==> src/rtl/cm0_rst_req_seq.sv <==
// cm0_rst_req_seq: multi-channel reset-request send stage.
// Each channel output is a plain flop. A per-channel counter holds the request
// high for a minimum time after the input drops, and a shared sequencer lets
// channels go low one at a time with a minimum spacing between releases.
// Optional feature macro: CM0_RST_REQ_CASCADE_EN (strict low-to-high release
// order, and an asserted channel pulls every higher channel back into reset).
module cm0_rst_req_seq #(
  parameter int NUM_CH  = 4,
  parameter int STRETCH = 8,
  parameter int STAGGER = 2
) (
  input  logic              CLK,
  input  logic              RST,
  input  logic [NUM_CH-1:0] RSTREQIN,
  output logic [NUM_CH-1:0] RSTREQOUT,
  output logic              ALLCLR
);

  localparam int CW = $clog2(STRETCH + 1);
  localparam int GW = $clog2(STAGGER + 1);

  typedef enum logic {IDLE, GAP} seq_state_t;

  seq_state_t        state, state_nxt;
  logic [GW-1:0]     gap, gap_nxt;
  logic [CW-1:0]     cnt [NUM_CH];
  logic [NUM_CH:0]   out_ext;
  logic [NUM_CH-1:0] out_below;
  logic [NUM_CH-1:0] req_eff;
  logic [NUM_CH-1:0] ready;
  logic [NUM_CH-1:0] grant;
  logic [NUM_CH-1:0] next_out;
  logic              found;

  assign out_ext   = {RSTREQOUT, 1'b0};
  assign out_below = out_ext[NUM_CH-1:0];

  // Effective request per channel and which channels could be released now.
  // The live input is used, so a request arriving in the release cycle wins.
  always_comb begin
    req_eff = RSTREQIN;
    ready   = '0;
    for (int i = 0; i < NUM_CH; i++) begin
`ifdef CM0_RST_REQ_CASCADE_EN
      req_eff[i] = RSTREQIN[i] | out_below[i];
      ready[i]   = RSTREQOUT[i] & ~req_eff[i] & (cnt[i] == '0) & ~out_below[i];
`else
      ready[i]   = RSTREQOUT[i] & ~req_eff[i] & (cnt[i] == '0);
`endif
    end
  end

  // Sequencer state register: the gap counter spaces out successive releases.
  always_ff @(posedge CLK) begin
    if (RST) begin
      state <= IDLE;
      gap   <= '0;
    end else begin
      state <= state_nxt;
      gap   <= gap_nxt;
    end
  end

  // Sequencer next state: any grant opens a gap unless spacing is one cycle.
  always_comb begin
    state_nxt = state;
    gap_nxt   = gap;
    case (state)
      IDLE: begin
        if ((|ready) && (STAGGER > 1)) begin
          state_nxt = GAP;
          gap_nxt   = GW'(STAGGER - 1);
        end
      end
      GAP: begin
        gap_nxt = gap - GW'(1);
        if (gap == GW'(1)) state_nxt = IDLE;
      end
      default: state_nxt = IDLE;
    endcase
  end

  // Sequencer output: grant the lowest-index ready channel while idle.
  always_comb begin
    grant = '0;
    found = 1'b0;
    if (state == IDLE) begin
      for (int i = 0; i < NUM_CH; i++) begin
        if (ready[i] && !found) begin
          grant[i] = 1'b1;
          found    = 1'b1;
        end
      end
    end
  end

  // Next output value: requests always win, a grant is the only way to go low.
  always_comb begin
    next_out = RSTREQOUT;
    for (int i = 0; i < NUM_CH; i++) begin
      if (req_eff[i])    next_out[i] = 1'b1;
      else if (grant[i]) next_out[i] = 1'b0;
    end
  end

  // Output flops and stretch counters; counters reload on request, hold at zero.
  always_ff @(posedge CLK) begin
    if (RST) begin
      RSTREQOUT <= '1;
      for (int i = 0; i < NUM_CH; i++) cnt[i] <= CW'(STRETCH);
    end else begin
      RSTREQOUT <= next_out;
      for (int i = 0; i < NUM_CH; i++) begin
        if (req_eff[i])
          cnt[i] <= CW'(STRETCH);
        else if (RSTREQOUT[i] && (cnt[i] != '0))
          cnt[i] <= cnt[i] - CW'(1);
      end
    end
  end

  // All-clear flag: rises only after a full cycle with every output low,
  // and drops on the same edge that any output goes back high.
  always_ff @(posedge CLK) begin
    if (RST) ALLCLR <= 1'b0;
    else     ALLCLR <= (next_out == '0) && (RSTREQOUT == '0);
  end

endmodule

==> config.mk <==
export PLATFORM = sky130hd
export DESIGN_NAME = cm0_rst_req_seq
export DESIGN_NICKNAME = d
export VERILOG_FILES = /design/src/rtl/cm0_rst_req_seq.sv
export SDC_FILE = /design/constraint.sdc
export NUM_CORES = 1
export LEC_CHECK = 0
export CAP_MARGIN = 20
export CORE_MARGIN = 8
export CORE_UTILIZATION = 40
export CTS_CLUSTER_DIAMETER = 30
export DETAILED_ROUTE_END_ITERATION = 8
export GPL_ROUTABILITY_DRIVEN = 0
export PLACE_DENSITY = 0.71
export SETUP_SLACK_MARGIN = 0.05
export SLEW_MARGIN = 20
export SYNTH_ARGS = -nofsm -noshare
export SYNTH_HDL_FRONTEND = slang
export SYNTH_SLANG_ARGS = --single-unit
export TNS_END_PERCENT = 5
==> constraint.sdc <==
create_clock -name CLK -period 5.4 [get_ports CLK]
set_clock_uncertainty 0.2 [all_clocks]
set_input_delay 0.54 -clock CLK [delete_from_list [all_inputs] [get_ports CLK]]
set_output_delay 0.54 -clock CLK [all_outputs]
set_load 0.05 [all_outputs]
* Yosys cells after proc, flatten, opt, wreduce, memory -nomap -nowiden
Memories as Yosys holds them, arrays and structs flattened.
Cells that the tools add are included.
** Word-level totals
- Register bits :: 8
- Bits in writable memories :: 16
- Input port bits :: 6
- Output and inout bits :: 5
- Word-level logic and storage cells :: 116
- Memories :: 1
** Memory list
- cnt :: depth 4, bits a word 4, rd ports 4, clocked after Yosys merged registers in 0, wr ports 4, RTL line 26 : logic [CW-1:0] cnt [NUM_CH];
** Cells by class
- Add/subtract/negate cells :: 5
- Equality and inequality tests :: 2
- Muxes and demuxes :: 61
- Bitwise operators :: 21
- Reductions and logical operators :: 22
** Operators with widths (count)
- $mux W1 :: 49
- $mux W4 :: 9
- $logic_not A4 Y1 :: 6
- $reduce_bool A4 Y1 :: 4
- $sub A4 B1 Y4 const B :: 4
- $and A1 B1 Y1 :: 8
- $logic_and A1 B1 Y1 :: 8
- $or A1 B1 Y1 :: 8
- $not A1 Y1 :: 5
- $pmux W2 S2 :: 1
- $reduce_or A4 Y1 :: 1
- $logic_not A1 Y1 :: 3
- $eq A2 B1 Y1 const B :: 1
- $mux W2 :: 1
- $ne A2 B2 Y1 const B :: 1
- $pmux W1 S2 :: 1
- $sub A2 B1 Y2 const B :: 1

* Longest topological paths before layout
- Depth in word-level cells :: 21
- Mapped depth :: 6
- Mapped depth without buffers :: 6

* Worst setup path before layout
Ideal clock, no wire load.
- Path kind :: input port to flip-flop
- Start :: input port RST
- End :: memory cnt[0][0] in the netlist's numbering, enable pin
- Library setup time :: 0.309 ns
- Data arrival time :: 1.275 ns
- Required time :: 4.891 ns
- Path slack :: 3.615 ns
- Stages :: 4
- Path buffers :: 1
- Cells stage by stage :: clkbuf_1 > nor2_1 > nand3_1 > nand2_1
** RTL lines
- from (decl) :: RTL line 13 : input logic RST,
- to (decl) :: RTL line 26

* Worst setup path after layout
- Start :: register RSTREQOUT[1]
- End :: output port RSTREQOUT[1]
** RTL lines
- from (decl) :: RTL line 15 : output logic [NUM_CH-1:0] RSTREQOUT,
- from (signal assigned) :: RTL line 112 : RSTREQOUT <= next_out;
No word-level cell between the ends.

==> impl_metrics.toml <==
[hold_path]
hold_depth = 1
hp-class = "reg2reg"
hp-start = "gap[0]$_SDFFE_PP0P_"

[power]
share_comb_of_total_power_pct = 20.4
p_int_uw = 299.0
switching_share_pct = 26.77
p_per_area_nw_per_um2 = 294.5
ir_drop_uv = 167.8
leakage_uw = 0.0005276
power_frac_seq_pct = 56.9
pwr-share-clk_pct = 22.8
power.switching_uw = 109.3

[worst_setup_path]
crit_type = "reg2out"
r2r_cells = 6
cp_top_family = "buffers and inverters"
worstPathMaxFanout = 6
crit_slowest_cell = "clkdlybuf4s50_1"
cp-start-kind = "register"
required_ns = 4.66
slowest_delay_ns = 0.85
cp.depth = 1
worstPathArrival_ns = 1.62
cp_num_buf_inv = 1
crit_path_start = "RSTREQOUT[1]$_SDFF_PP1_"
worstPathCellList = "clkdlybuf4s50_1"
r2r-start = "cnt[3][0]$_SDFFCE_PN0P_"
cp-end-kind = "primary output"

[finish]
fin_nets = 142
post-route-cell-area_um2 = 1386
num-fill-cells = 269
diodes = 0
syn_to_final_growth_pct = 14.34
layout-drive-gt1-share_pct = 7.143

[route]
drc_errors = 0
routed_wl_mm = 1.952
dr.pass1.iters = 2
met2_length_um = 955
drtAntennaViolNets = 0
routed-via-count = 812
wl_per_cell_um = 12.28
viasPerCell = 5.107
wl_met3_um = 65
met1_length_um = 904
top_layer = "met4"
drt_iter0_markers = 9

[clock_network]
clk_pin_slew_worst_paths_ns = 0.13
cts-htree-levels = 1
post-cts-setup-buffers = 0
cts_buffers = 3
clk_latency_ns = 0.31
ctsHoldBuffers = 0
cts_buffer_depth = 2
tritoncts = "done"
cts_resized = 0
root_buffer = "clkbuf_4"
cts_sinks = 24

[global_route]
grt_pass1_wl_mm = 3.353
antenna_found_initial = 0
grt_max_degree = 14
grt_pass1_vias = 808
globalRouteTotalUtil_pct = 8.390
grt_overflow_total = 0

[floorplanning]
start_util_pct = 40.71
die_area_um2 = 5049
rows = 20
fp.dieH_um = 71.06
dieWidth_um = 71.06
io_pins = 11
coreArea_um2 = 2978

[sta]
hold_violations = 0
max_slew.worst_pin.slew_ns = 0.5001
slew_violations = 0
timing.final.crit_share_pct = 43.62
hold-worst-slack_ns = 0.2984
rsz0062_at_grt = "false"
setup_tns_ns = 0
slew_headroom_pct = 66.55
min_period_ns = 2.355
setup_violations = 0
clock.fmax_mhz = 424.6

[run]
drv_cap = 0

[yosys]
async_flop_share_pct = 0
netlist_top_cells_area = "edfxtp_1, dfxtp_1, ha_1"
synth_cell_types = 24
synth-edff-count = 16
synth_top_cell_area_share_pct = 39.63
seq_area_frac_synth_pct = 52.84
yosysWarnings = 0
synthCells = 113
synth.most_common_cell = "nor2_1"
yosys.area.top_type = "edfxtp_1"
syn_nets = 128
yosys-top-cells-count = "nor2_1, edfxtp_1, inv_1, nand2_1, ha_1"
ys_ff_latch = 24
synth_ff_type = "edfxtp_1"
postSynthAreaPerCell_um2 = 10.73
synth_area_um2 = 1212

[placement]
place_area_um2 = 1350
io_buffers = 10
dp_hpwl_mm = 1.577

[status]
status = "completed"
[power by group through the flow]
stage                     Clock, uW  Sequential (uW)  Combinational (uW)
after floorplan                   0              235                63.2
after global placement            0              236                80.3
after detailed placement          0              237                83.3
after CTS                      96.6              232                84.4
after global routing            103              234                93.9
final                          92.9              232                83.1
[metrics by stage]
stage | cells | util (%) | setup slack (ns) | power [uW]
2_1_floorplan | 113 | - | 3.615 | 298.4
3_3_place_gp | 155 | 45.34 | 3.149 | 316.0
3_5_place_dp | 155 | 45.34 | 3.107 | 319.9
4_1_cts | 159 | 46.55 | 3.036 | 413.2
5_1_grt | 159 | 46.55 | 2.974 | 431.4
6_report | 159 | 46.55 | 3.045 | 408.3
[cells in the final DEF, fill, tap and decap left out, drive strengths merged]
cell,count
o31ai,2
nand2b,3
clkbuf,4
nor2,19
nand4,1
nor3,6
a221oi,1
nand2,10
a32o,1
nor4,3
nand3,4
o21ai,1
ha,9
a211oi,1
clkdlybuf4s50,10
inv,11
dfxtp,8
a31oi,1
a41o,1
or3b,3
nor3b,3
xnor2,8
edfxtp,16
[sequential cells by signal (all words and copies together) (netlist names)]
name	count
ALLCLR	1
state	1
cnt	16
RSTREQOUT	4
gap	2
[routing by layer]
layer | up-vias | GRT usage (%)
li1 | 418 | -
met4 | 0 | 4.850
met1 | 381 | 9.129
met3 | 4 | 2.542
met2 | 9 | 14.11
met5 | - | 0
[path summary, 6_finish.rpt]
path	end	slack [ns]
setup reg to reg	gap[1]$_SDFFE_PP0P_	3.46
hold / removal	gap[0]$_SDFFE_PP0P_	0.30
hold reg to reg	gap[0]$_SDFFE_PP0P_	0.30
setup / recovery	RSTREQOUT[1]	3.04
[logic make-up after synthesis]
| logic type | count (synthesis) | synth area share, % |
|---|---|---|
| AO/OA/AOI/OAI | 8 | 5.675 |
| XOR/XNOR | 8 | 5.779 |
| adder cells (fa/ha/maj) | 9 | 9.288 |
| buffers and inverters | 12 | 3.715 |
| flip-flops | 24 | 52.84 |
| AND/OR/NAND/NOR | 52 | 22.71 |
[cell type report]
cell class	count	area [um2]	area share, %
Tap cell	33	41.29	2.978
Timing Repair Buffer	10	100.1	7.220
Multi-Input combinational cell	77	526.8	38.00
Sequential cell	24	640.6	46.21
Clock buffer	4	36.28	2.617
Inverter	11	41.29	2.978
(Power assumes the default switching activity.)
